$ cat src/rtl/stopwatch_ctrl.sv
// Stopwatch control and timebase: debounced start/stop and lap/clear keys, centisecond
// prescaler, MM:SS.cc BCD counter with lap latch, and registered per-digit outputs.
module stopwatch_ctrl #(
    parameter int unsigned CLK_HZ     = 50000000,
    parameter int unsigned TICK_HZ    = 100,
    parameter int unsigned DEB_CYCLES = 500000
) (
    input  logic       CLK,
    input  logic       RST_N,
    input  logic       KEY_SS_N,
    input  logic       KEY_LAP_N,
    output logic [3:0] DIG0,
    output logic [3:0] DIG1,
    output logic [3:0] DIG2,
    output logic [3:0] DIG3,
    output logic [3:0] DIG4,
    output logic [3:0] DIG5,
    output logic       RUNNING,
    output logic       LAP_ACTIVE,
    output logic       WRAP
);

    localparam int unsigned DIV = CLK_HZ / TICK_HZ;
    localparam int unsigned PW  = (DIV > 1) ? $clog2(DIV) : 1;
    localparam int unsigned DW  = (DEB_CYCLES > 1) ? $clog2(DEB_CYCLES) : 1;

    localparam logic [PW-1:0] PRESC_MAX = PW'(DIV - 1);
    localparam logic [DW-1:0] DEB_MAX   = DW'(DEB_CYCLES - 1);

    typedef enum logic [1:0] {
        StIdle,
        StRun,
        StLap,
        StPause
    } state_t;

    // Index 0 is start/stop, index 1 is lap/clear.
    logic [1:0]         w_key_raw;
    logic [1:0]         r_sync1;
    logic [1:0]         r_sync2;
    logic [1:0]         r_deb;
    logic [1:0]         r_deb_q;
    logic [1:0]         w_deb_d;
    logic [1:0][DW-1:0] r_deb_cnt;
    logic [1:0][DW-1:0] w_deb_cnt_d;
    logic [1:0]         w_press;
    logic               w_ss;
    logic               w_lap;

    state_t             r_state;
    state_t             w_state_d;
    logic               w_latch_en;
    logic               w_clear;
    logic               w_counting;
    logic               w_tick;

    logic [PW-1:0]      r_presc;
    logic [PW-1:0]      w_presc_d;
    logic [23:0]        r_cnt;
    logic [23:0]        w_cnt_d;
    logic [23:0]        w_cnt_inc;
    logic [6:0]         w_carry;
    logic [5:0]         w_at_max;
    logic [23:0]        r_lap;
    logic [23:0]        r_disp;
    logic               r_wrap;

    // ------------------------------------------------------------------
    // Button synchronisers and debouncers
    // ------------------------------------------------------------------
    assign w_key_raw = {~KEY_LAP_N, ~KEY_SS_N};

    always_comb begin
        w_deb_d     = r_deb;
        w_deb_cnt_d = '0;
        for (int k = 0; k < 2; k++) begin
            if (r_sync2[k] != r_deb[k]) begin
                if (r_deb_cnt[k] == DEB_MAX) begin
                    w_deb_d[k] = r_sync2[k];
                end else begin
                    w_deb_cnt_d[k] = r_deb_cnt[k] + 1'b1;
                end
            end
        end
    end

    always_ff @(posedge CLK or negedge RST_N) begin
        if (!RST_N) begin
            r_sync1   <= '0;
            r_sync2   <= '0;
            r_deb     <= '0;
            r_deb_q   <= '0;
            r_deb_cnt <= '0;
        end else begin
            r_sync1   <= w_key_raw;
            r_sync2   <= r_sync1;
            r_deb     <= w_deb_d;
            r_deb_q   <= r_deb;
            r_deb_cnt <= w_deb_cnt_d;
        end
    end

    assign w_press = r_deb & ~r_deb_q;
    assign w_ss    = w_press[0];
    assign w_lap   = w_press[1];

    // ------------------------------------------------------------------
    // Control state machine; start/stop wins over a simultaneous lap press
    // ------------------------------------------------------------------
    always_comb begin
        w_state_d  = r_state;
        w_latch_en = 1'b0;
        w_clear    = 1'b0;
        unique case (r_state)
            StIdle: begin
                if (w_ss) w_state_d = StRun;
            end
            StRun: begin
                if (w_ss) begin
                    w_state_d = StPause;
                end else if (w_lap) begin
                    w_state_d  = StLap;
                    w_latch_en = 1'b1;
                end
            end
            StLap: begin
                if (w_ss) begin
                    w_state_d = StPause;
                end else if (w_lap) begin
                    w_state_d = StRun;
                end
            end
            StPause: begin
                if (w_ss) begin
                    w_state_d = StRun;
                end else if (w_lap) begin
                    w_state_d = StIdle;
                    w_clear   = 1'b1;
                end
            end
            default: w_state_d = StIdle;
        endcase
    end

    always_ff @(posedge CLK or negedge RST_N) begin
        if (!RST_N) begin
            r_state <= StIdle;
        end else begin
            r_state <= w_state_d;
        end
    end

    assign w_counting = (r_state == StRun) || (r_state == StLap);
    assign w_tick     = w_counting && (r_presc == PRESC_MAX);

    // ------------------------------------------------------------------
    // Prescaler: holds in pause so the partial interval survives a resume
    // ------------------------------------------------------------------
    always_comb begin
        w_presc_d = r_presc;
        if (w_clear) begin
            w_presc_d = '0;
        end else if (w_counting) begin
            w_presc_d = w_tick ? '0 : r_presc + 1'b1;
        end
    end

    always_ff @(posedge CLK or negedge RST_N) begin
        if (!RST_N) begin
            r_presc <= '0;
        end else begin
            r_presc <= w_presc_d;
        end
    end

    // ------------------------------------------------------------------
    // Ripple BCD increment; tens-of-seconds and tens-of-minutes roll at 5
    // ------------------------------------------------------------------
    always_comb begin
        w_cnt_inc  = r_cnt;
        w_carry    = '0;
        w_at_max   = '0;
        w_carry[0] = 1'b1;
        for (int i = 0; i < 6; i++) begin
            w_at_max[i]    = (r_cnt[4*i +: 4] == ((i == 3 || i == 5) ? 4'd5 : 4'd9));
            w_carry[i + 1] = w_carry[i] & w_at_max[i];
            if (w_carry[i]) begin
                w_cnt_inc[4*i +: 4] = w_at_max[i] ? 4'd0 : r_cnt[4*i +: 4] + 4'd1;
            end
        end
    end

    always_comb begin
        w_cnt_d = r_cnt;
        if (w_clear) begin
            w_cnt_d = '0;
        end else if (w_tick) begin
            w_cnt_d = w_cnt_inc;
        end
    end

    // The latch samples r_cnt, so a lap press on a tick edge keeps the pre-increment value.
    always_ff @(posedge CLK or negedge RST_N) begin
        if (!RST_N) begin
            r_cnt  <= '0;
            r_lap  <= '0;
            r_wrap <= 1'b0;
            r_disp <= '0;
        end else begin
            r_cnt  <= w_cnt_d;
            r_wrap <= w_tick & w_carry[6];
            r_disp <= (r_state == StLap) ? r_lap : r_cnt;
            if (w_latch_en) begin
                r_lap <= r_cnt;
            end
        end
    end

    // ------------------------------------------------------------------
    // Outputs
    // ------------------------------------------------------------------
    assign DIG0       = r_disp[3:0];
    assign DIG1       = r_disp[7:4];
    assign DIG2       = r_disp[11:8];
    assign DIG3       = r_disp[15:12];
    assign DIG4       = r_disp[19:16];
    assign DIG5       = r_disp[23:20];
    assign RUNNING    = w_counting;
    assign LAP_ACTIVE = (r_state == StLap);
    assign WRAP       = r_wrap;

endmodule
$ cat config.mk
export PLATFORM = sky130hd
export DESIGN_NAME = stopwatch_ctrl
export DESIGN_NICKNAME = d
export VERILOG_FILES = /design/src/rtl/stopwatch_ctrl.sv
export SDC_FILE = /design/constraint.sdc
export NUM_CORES = 1
export LEC_CHECK = 0
export CORE_MARGIN = 5
export CORE_UTILIZATION = 44
export CTS_BUF_LIST = sky130_fd_sc_hd__clkbuf_16
export CTS_CLUSTER_SIZE = 40
export DETAILED_ROUTE_END_ITERATION = 7
export SETUP_SLACK_MARGIN = 0.15
export SLEW_MARGIN = 30
export SYNTH_ARGS = -nofsm -noshare
export SYNTH_HDL_FRONTEND = slang
export SYNTH_SLANG_ARGS = --single-unit
export TNS_END_PERCENT = 1
$ cat constraint.sdc
create_clock -name CLK -period 2.8 [get_ports CLK]
set_input_delay 0.28 -clock CLK [delete_from_list [all_inputs] [get_ports CLK]]
set_output_delay 0.28 -clock CLK [all_outputs]
set_load 0.1 [all_outputs]
# Word-level counts from Yosys, hierarchy flattened
# Index checks and enable logic that the tools add are counted.
# totals
regBits	140
out_inout_bits	27
# classes
bitwise	10
add_sub_neg	9
reduce_logical	18
eq_ne	18
muxes	33
# op_table
operator	n
2-to-1 mux 19 bit	7
2-to-1 mux 24 bit	3
adder 19 x 1 -> 19 bit (second input constant)	3
== test 19 bit (second input constant)	3
2-to-1 mux 4 bit	11
adder 4 x 1 -> 4 bit (second input constant)	6
== test 4 bit (second input constant)	4
2-to-1 mux 2 bit	7
AND reduction 2 bit	7
nonzero test 2 bit	7
== test 4 x 3 -> 1 bit (second input constant)	2
case mux 2 bit (4 select lines)	1
AND 1 bit	6
!= test 3 bit (second input constant)	2
== test 2 bit (second input constant)	2
2-to-1 mux 1 bit	4
AND reduction 4 bit	1
!= test 3 x 1 -> 1 bit (second input constant)	1
AND 2 bit	1
== test 2 x 1 -> 1 bit (second input constant)	1
logical NOT 2 bit	1
!= test 1 bit	2
!= test 2 bit (second input constant)	1
inverter 1 bit	2
3 further kinds	3

# Depth between registers and ports, before layout
# Gate-level depths: netlist (run 1).
# depth
ltp_word	8
mapped_depth	8

# Least setup slack after synthesis (run 1)
# OpenSTA, ideal clock, no wires.
# synth_path
path_kind	flip-flop to flip-flop
from	register r_state[1]
to	register r_cnt[21]
stages_incl_launch_ff	8
setup_time_ns	0.123
t_required_ns	2.677
slack_ns	0.075
t_arrival_ns	2.603
cell_sequence	dfrtp_1 inv_1 ha_1 and3_2 and4_4 nand3_4 or4_4 mux2i_1
# synth_via
elab_chain_cells	5
elab_cells_between_ends	10
cone_classes	eq/ne: 3; mux: 2; reduce/logical: 5
# synth_lines
element	line	rtl
start: declaration	50	state_t r_state;
start signal: assignment	147	r_state <= StIdle;
start signal: assignment	149	r_state <= w_state_d;
== test 2 x 1 -> 1 bit or == test 2 bit (tied branches)	153	assign w_counting = (r_state == StRun) || (r_state == StLap);
logical OR 1 bit *	153	
net RUNNING	18	output logic RUNNING,
logical AND 1 bit *	154	assign w_tick = w_counting && (r_presc == PRESC_MAX);
nonzero test 2 bit (no line) *	-	
AND reduction 2 bit (no line) *	-	
end signal: assignment	210	r_cnt <= w_cnt_d;
end: declaration	59	logic [23:0] r_cnt;
# Mark *: on every way through the listed nets, which the timed path passes. The rest lies on a longest branch.
# A chain may end at the register's enable or synchronous reset.

# Final worst setup path (run 1)
# layout_path
from	register r_state[1]
to	register r_cnt[13]
# layout_via
elab_chain_cells	5
elab_cells_between_ends	10
cone_classes	eq/ne: 3; mux: 2; reduce/logical: 5
# layout_lines
element	line
== test 2 x 1 -> 1 bit or == test 2 bit (tied branches)	153
logical OR 1 bit	153
logical AND 1 bit	154
nonzero test 2 bit (no line)	-
AND reduction 2 bit (no line)	-
# Several ways; a longest one is shown, not always the timed one.

==> impl_metrics.py, run 1 <==
metrics = {
    "outcome": {
        "status": "finished with violations",
        "violations": "hold timing",
    },
    "timing": {
        "setup_slack_ns": 0.281,
        "fin_crit_ns": 2.52,
        "rsz0062_at_grt": "yes",
        "finalMaxSlewViolations": 0,
        "min_period_over_period_pct": 90.0,
        "finalClockSkew_ns": 0.00709,
        "hold_viol": 59,
        "fin_tns_setup_ns": 0,
        "setup_viol": 0,
        "fmaxAchievable_ghz": 0.397,
        "slew_headroom_pct": 45.5,
        "worst_pin_slew_ns": 0.818,
        "holdWs_ns": -0.0730,
    },
    "detailed_routing": {
        "route.vias.total": 4562,
        "drt_iter0_markers": 213,
        "routed_wl_um": 12600,
        "firstDrtPassIters": 4,
        "drc": 0,
        "vias_per_cell": 5.30,
        "routedWlPerCell_um": 14.7,
        "detail-route-antenna-nets": 0,
    },
    "synthesis": {
        "syn_nets": 652,
        "netlist_area_um2": 6670,
        "synth-xor-area-share_pct": 7.10,
        "yosys.area_share.simple_pct": 22.1,
        "ys_seq_elements": 140,
        "yosys-top-cells-area": "dfrtp_1, mux2_2, nor2_1, xnor2_1, ha_1",
        "synth_flop_cell": "dfrtp_1",
        "synth_edf_count": 0,
        "synth_adder_area_share_pct": 3.75,
        "yosysWarnings": 0,
        "synth_mux_area_share_pct": 7.92,
        "synth_cell_types": 56,
        "synth_top_family_by_area": "simple AND/OR/NAND/NOR gates",
        "synth_top_area_cell": "dfrtp_1",
        "avgSynthCellArea_um2": 10.6,
        "synth_compound_area_share_pct": 3.96,
        "async_flop_share_pct": 100,
        "synth_top_area_share_pct": 52.6,
        "syn_inst": 628,
        "synth.yosys.seq_area_share_pct": 52.6,
    },
    "die": {
        "core.rowCount": 45,
        "io_pins": 31,
        "fp.dieH_um": 133,
        "die_w_um": 133,
        "start_util_pct": 44.3,
        "core-area_um2": 15000,
        "die_area_um2": 17700,
    },
    "final_layout": {
        "multi_input_area_um2": 2990,
        "regArea_um2": 3500,
        "num_antenna_cells": 0,
        "nFillCells": 1353,
        "area_growth_syn_to_layout_pct": 15.2,
        "post-route-util_pct": 51.1,
        "fin_area_um2": 7680,
        "layout-drive-gt1-share_pct": 17.0,
        "fin_cells": 860,
        "nets": 684,
    },
    "placement": {
        "place.gp.congestion": 0.797,
        "placed_cell_area_um2": 7090,
        "port_buffers": 30,
        "dp_hpwl_um": 8270,
        "pre_cts_slack_ns": 0.305,
        "dp.cells": 829,
    },
    "pwr": {
        "ir_worst_vdd_mv": 0.401,
        "power_frac_comb_pct": 1.6,
        "p_leak_nw": 3.53,
        "swShare_pct": 20.7,
        "p_int_mw": 3.43,
        "pwr-share-clk_pct": 51.1,
        "switching_power_mw": 0.893,
        "p_seq_share_pct": 47.3,
        "power_density_nw_per_um2": 563,
    },
    "global_route": {
        "antenna_found_initial": 0,
        "track_usage_pct": 15.3,
        "grt_max_degree": 101,
        "grt.overflow.total": 0,
        "grt_pass1_wl_um": 22200,
        "grt_pass1_vias": 4637,
    },
    "worst_setup_path": {
        "crit_type": "reg -> reg",
        "worstRegToRegCells": 7,
        "endpoint_kind": "flop",
        "setup.worst_path.start": "r_state[1]$_DFFE_PN0P_",
        "required_ns": 3.08,
        "cp-start-kind": "flop",
        "worst-path-max-fanout": 12,
        "critical_path_arrival_ns": 2.80,
        "reg2reg_from": "r_state[1]$_DFFE_PN0P_",
        "rrSetupSlack_ns": 0.28,
    },
    "clock_network": {
        "tritoncts": "done",
        "clkLatencyLatePin_ns": 0.41,
        "clkTransAtPathRegs_ns": 0.06,
        "post-cts-setup-buffers": 0,
        "clock-sinks": 140,
        "cts_root_buffer": "clkbuf_16",
        "h-tree-depth": 4,
        "cts_buffer_depth": 2,
        "numCtsBuffers": 17,
    },
    "worst_hold_path": {
        "hp-class": "in -> async",
    },
    "job": {
        "max_cap_violations": 0,
    },
}
## final cells by class
class / count / share of cell area [%]
sequential: 140 / 45.6
tap: 188 / 3.06
multi-input combinational: 447 / 38.9
clock buffer: 17 / 5.54
timing repair buffer: 35 / 3.89
clock inverter: 14 / 2.00
inverter: 19 / 0.929
## critical path: stages (launching register included)
cell and delay (ns):
dfrtp_1 0.42, inv_1 0.14, ha_2 0.47, and3_2 0.26
nand4_1 0.33, nor3_2 0.46, mux2i_1 0.25, nor2_1 0.05
## logic make-up after synthesis
kind of cell / count (synthesis)
AND/OR/NAND/NOR: 280
multiplexers: 48
AO/OA/AOI/OAI: 45
adder cells (fa/ha/maj): 20
buffers and inverters: 41
flip-flops: 140
XOR/XNOR: 54
## power by group through the flow
stage | Sequential (mW) | Combinational [mW] | Clock (mW)
floorplan | 2.08 | 0.0220 | 0
global placement | 2.08 | 0.0727 | 0
detailed placement | 2.08 | 0.0745 | 0
CTS | 2.04 | 0.0754 | 2.27
global route | 2.04 | 0.0848 | 2.36
finish | 2.04 | 0.0703 | 2.21
## state kept, by name (all words and copies together) (netlist names)
name,flops
r_sync2,2
r_deb_q,2
r_lap,24
r_disp,24
r_deb,2
r_sync1,2
r_cnt,24
WRAP,1
r_deb_cnt,38
r_state,2
r_presc,19
## timing repair
| item | CTS | global route |
|---|---|---|
| gates resized for setup | 0 | 1 |
| hold buffers | 0 | 0 |
| endpoints found under the setup margin | 0 | 19 |
## cell usage in the layout (no fill, tap or decap), drive strengths merged, types with 4 or more instances in the layout
cell | netlist | final
nor3 | 17 | 17
xor2 | 22 | 22
and3 | 6 | 6
mux2i | 10 | 10
buf | 12 | 32
nand2 | 61 | 61
inv | 19 | 19
and4 | 7 | 7
o21ai | 19 | 19
clkbuf | 10 | 18
nand3 | 23 | 23
dfrtp | 140 | 140
ha | 20 | 20
nor4 | 8 | 8
nand2b | 6 | 6
nand4 | 22 | 22
and3b | 5 | 5
mux2 | 38 | 38
nand3b | 5 | 5
xnor2 | 32 | 32
clkinv | 0 | 9
nor2 | 86 | 86
a21oi | 14 | 14
or4 | 4 | 4
or3 | 14 | 14
## cells in the mapped netlist, types with 3 or more instances
master	instances
nand3_1	22
and3_1	5
nor2b_1	3
nor3_1	15
nand3b_1	5
or3_1	14
mux2i_1	10
nor2_1	86
dfrtp_1	140
mux2_2	38
inv_1	19
a21oi_1	14
or4_1	3
xor2_1	22
and4_1	5
nand4_1	21
xnor2_1	32
buf_2	8
nand2_1	60
and4b_1	3
clkbuf_1	8
nand2b_1	6
ha_1	20
o21ai_0	18
nor4b_2	3
nor4_1	8
and3b_1	5
buf_1	3
## path summary, 6_finish.rpt
kind | end
min reg2reg | r_sync2[1]$_DFF_PN0_
min in group CLK | r_sync2[1]$_DFF_PN0_
max in group asynchronous | r_presc[4]$_DFFE_PN0P_
max | r_cnt[13]$_DFFE_PN0P_
max reg2reg | r_cnt[13]$_DFFE_PN0P_
min | r_deb_cnt[32]$_DFF_PN0_
## through the flow
stage	power (mW)	hold slack, ns
after global routing	4.49	0.0220
final	4.32	-0.0730
after CTS	4.39	0.0146
after global placement	2.15	0.341
after floorplan	2.10	-0.0156
after detailed placement	2.15	0.335
## routing by layer
layer  share of wire [%]  vias to the layer above  GRT usage [%]
li1                    -                     2235              -
met1                  48                     2244           19.7
met2                  47                       69           24.8
met3                 3.4                       14           4.30
met4                 1.6                        0           5.54
met5                   0                        -              0
No activity file was read; power rests on OpenSTA's default activity.
==> run 2, diff against run 1 <==
Settings changed: CORE_UTILIZATION 44 to 65, PLACE_DENSITY set to 0.85.
Clock period 2.8 ns to 2.9 ns, I/O delays scaled along.
==> impl_metrics.py, run 2 (synthesis gave the netlist of run 1 again) <==
metrics = {
    "worst_setup_path": {
        "reg2reg_from": "r_state[1]$_DFFE_PN0P_",
        "rrSetupSlack_ns": 0.34,
        "worstRegToRegCells": 7,
        "worst_path_max_delay_cell": "ha_1",
        "cp_top_family": "simple AND/OR/NAND/NOR gates",
        "crit_type": "reg -> reg",
        "worst-path-max-fanout": 12,
        "cp_num_buf_inv": 1,
        "cp-start-kind": "flop",
        "critical_path_arrival_ns": 2.86,
        "crit_path_cell_trace": "inv_1 -> ha_1 -> and3_2 -> nand4_1 -> or3_1 -> o211ai_1 -> o31ai_1",
        "slowest_delay_ns": 0.50,
        "required_ns": 3.19,
        "r2r_end": "r_cnt[23]$_DFFE_PN0P_",
        "endpoint_kind": "flop",
    },
    "clock_network": {
        "clkLatencyLatePin_ns": 0.42,
        "clock-sinks": 140,
        "h-tree-depth": 4,
        "numCtsBuffers": 17,
        "cts_buffer_depth": 2,
        "post-cts-setup-buffers": 0,
        "tritoncts": "done",
        "cts_root_buffer": "clkbuf_16",
        "clkTransAtPathRegs_ns": 0.05,
    },
    "placement": {
        "port_buffers": 30,
        "place.gp.congestion": 0.905,
        "dp.cells": 777,
        "dp_hpwl_um": 8680,
    },
    "die": {
        "die_area_um2": 12400,
        "core-area_um2": 10200,
        "fp.dieH_um": 111,
        "core.rowCount": 37,
        "io_pins": 31,
        "die_w_um": 111,
        "start_util_pct": 65.4,
    },
    "final_layout": {
        "post-route-util_pct": 74.4,
        "layout-drive-gt1-share_pct": 16.0,
        "largest_reg_flops": 38,
        "layout_common_cells": "dfrtp_1, nor2_1, nand2_1",
        "nets": 685,
        "nFillCells": 709,
        "top_register": "r_deb_cnt",
        "area_growth_syn_to_layout_pct": 13.7,
        "final_common_cell": "dfrtp_1",
        "fin_cells": 809,
        "num_antenna_cells": 0,
    },
    "job": {
        "max_cap_violations": 0,
    },
    "timing": {
        "min_period_over_period_pct": 88.4,
        "finalMaxSlewViolations": 0,
        "slew_headroom_pct": 44.2,
        "fin_tns_setup_ns": 0,
        "finalClockSkew_ns": 0.00820,
        "holdWs_ns": 0.348,
        "fin_crit_ns": 2.56,
        "setup_viol": 0,
        "hold_viol": 0,
        "worst_pin_slew_ns": 0.837,
        "rsz0062_at_grt": "yes",
        "fmaxAchievable_ghz": 0.390,
    },
    "detailed_routing": {
        "routed_wl_um": 13100,
        "route.vias.total": 4800,
        "firstDrtPassIters": 5,
        "drt_iter0_markers": 292,
        "drc": 0,
        "vias_per_cell": 5.93,
        "detail-route-antenna-nets": 0,
        "routedWlPerCell_um": 16.2,
    },
    "global_route": {
        "grt.overflow.total": 0,
        "grt_pass1_vias": 4915,
        "track_usage_pct": 22.9,
        "grt_max_degree": 74,
        "antenna_found_initial": 0,
        "grt_pass1_wl_um": 23300,
    },
    "worst_hold_path": {
        "hold_path_end": "r_sync1[1]$_DFF_PN0_",
        "min_from": "KEY_LAP_N",
        "hp-class": "in -> reg",
        "holdPathStages": 2,
    },
    "pwr": {
        "power_density_nw_per_um2": 532,
        "p_leak_nw": 3.53,
        "ir_worst_vdd_mv": 0.400,
    },
    "outcome": {
        "status": "finished, final reports clean",
    },
}
-- run 2: routing by layer --
metal | vias up | GRT usage [%] | wire [um]
li1 | 2232 | - | -
met1 | 2417 | 29.5 | 5580
met2 | 120 | 37.4 | 6650
met3 | 31 | 5.62 | 589
met4 | 0 | 9.33 | 293
met5 | - | 0 | 0
-- run 2: final cells by class --
class / count / area, um^2 / share of cell area [%]
multi-input cells: 447 / 2990 / 39.4
clock buffers: 17 / 425 / 5.61
well taps: 136 / 170 / 2.24
inverters: 19 / 71.3 / 0.941
repair buffers: 36 / 307 / 4.04
flip-flops and latches: 140 / 3500 / 46.2
clock inverters: 14 / 115 / 1.52
-- run 2: power by group --
group	switching [mW]	total, mW	internal [mW]
Sequential	0.00850	1.97	1.96
Clock	0.766	1.99	1.23
Combinational	0.0531	0.0695	0.0163
Total	0.828	4.04	3.21
-- run 2: worst max-delay path by stage --
stage          cells past startpoint                   start                      to  slack (ns)
6_report                           7  r_state[1]$_DFFE_PN0P_   r_cnt[23]$_DFFE_PN0P_        0.34
3_5_place_dp                       7  r_state[1]$_DFFE_PN0P_   r_cnt[23]$_DFFE_PN0P_        0.36
3_3_place_gp                       7  r_state[1]$_DFFE_PN0P_   r_cnt[22]$_DFFE_PN0P_        0.52
2_1_floorplan                      7  r_state[1]$_DFFE_PN0P_   r_cnt[21]$_DFFE_PN0P_        0.17
5_1_grt                            7  r_state[1]$_DFFE_PN0P_   r_cnt[23]$_DFFE_PN0P_        0.15
4_1_cts                            7  r_state[1]$_DFFE_PN0P_  r_presc[5]$_DFFE_PN0P_        0.32
-- run 2: stage by stage --
stage                     power (mW)  setup slack (ns)  area (um^2)
after floorplan                 2.03             0.175         6670
after global placement          2.07             0.518         7030
after detailed placement        2.08             0.359         7030
after CTS                       4.08             0.324         7580
after global routing            4.17             0.148         7580
final                           4.04             0.336         7580
-- run 2: timing repair --
item,in CTS,in global routing
endpoints found under the setup margin,0,11
resized for setup,0,1
hold endpoints to repair,71,0
hold buffers,1,0
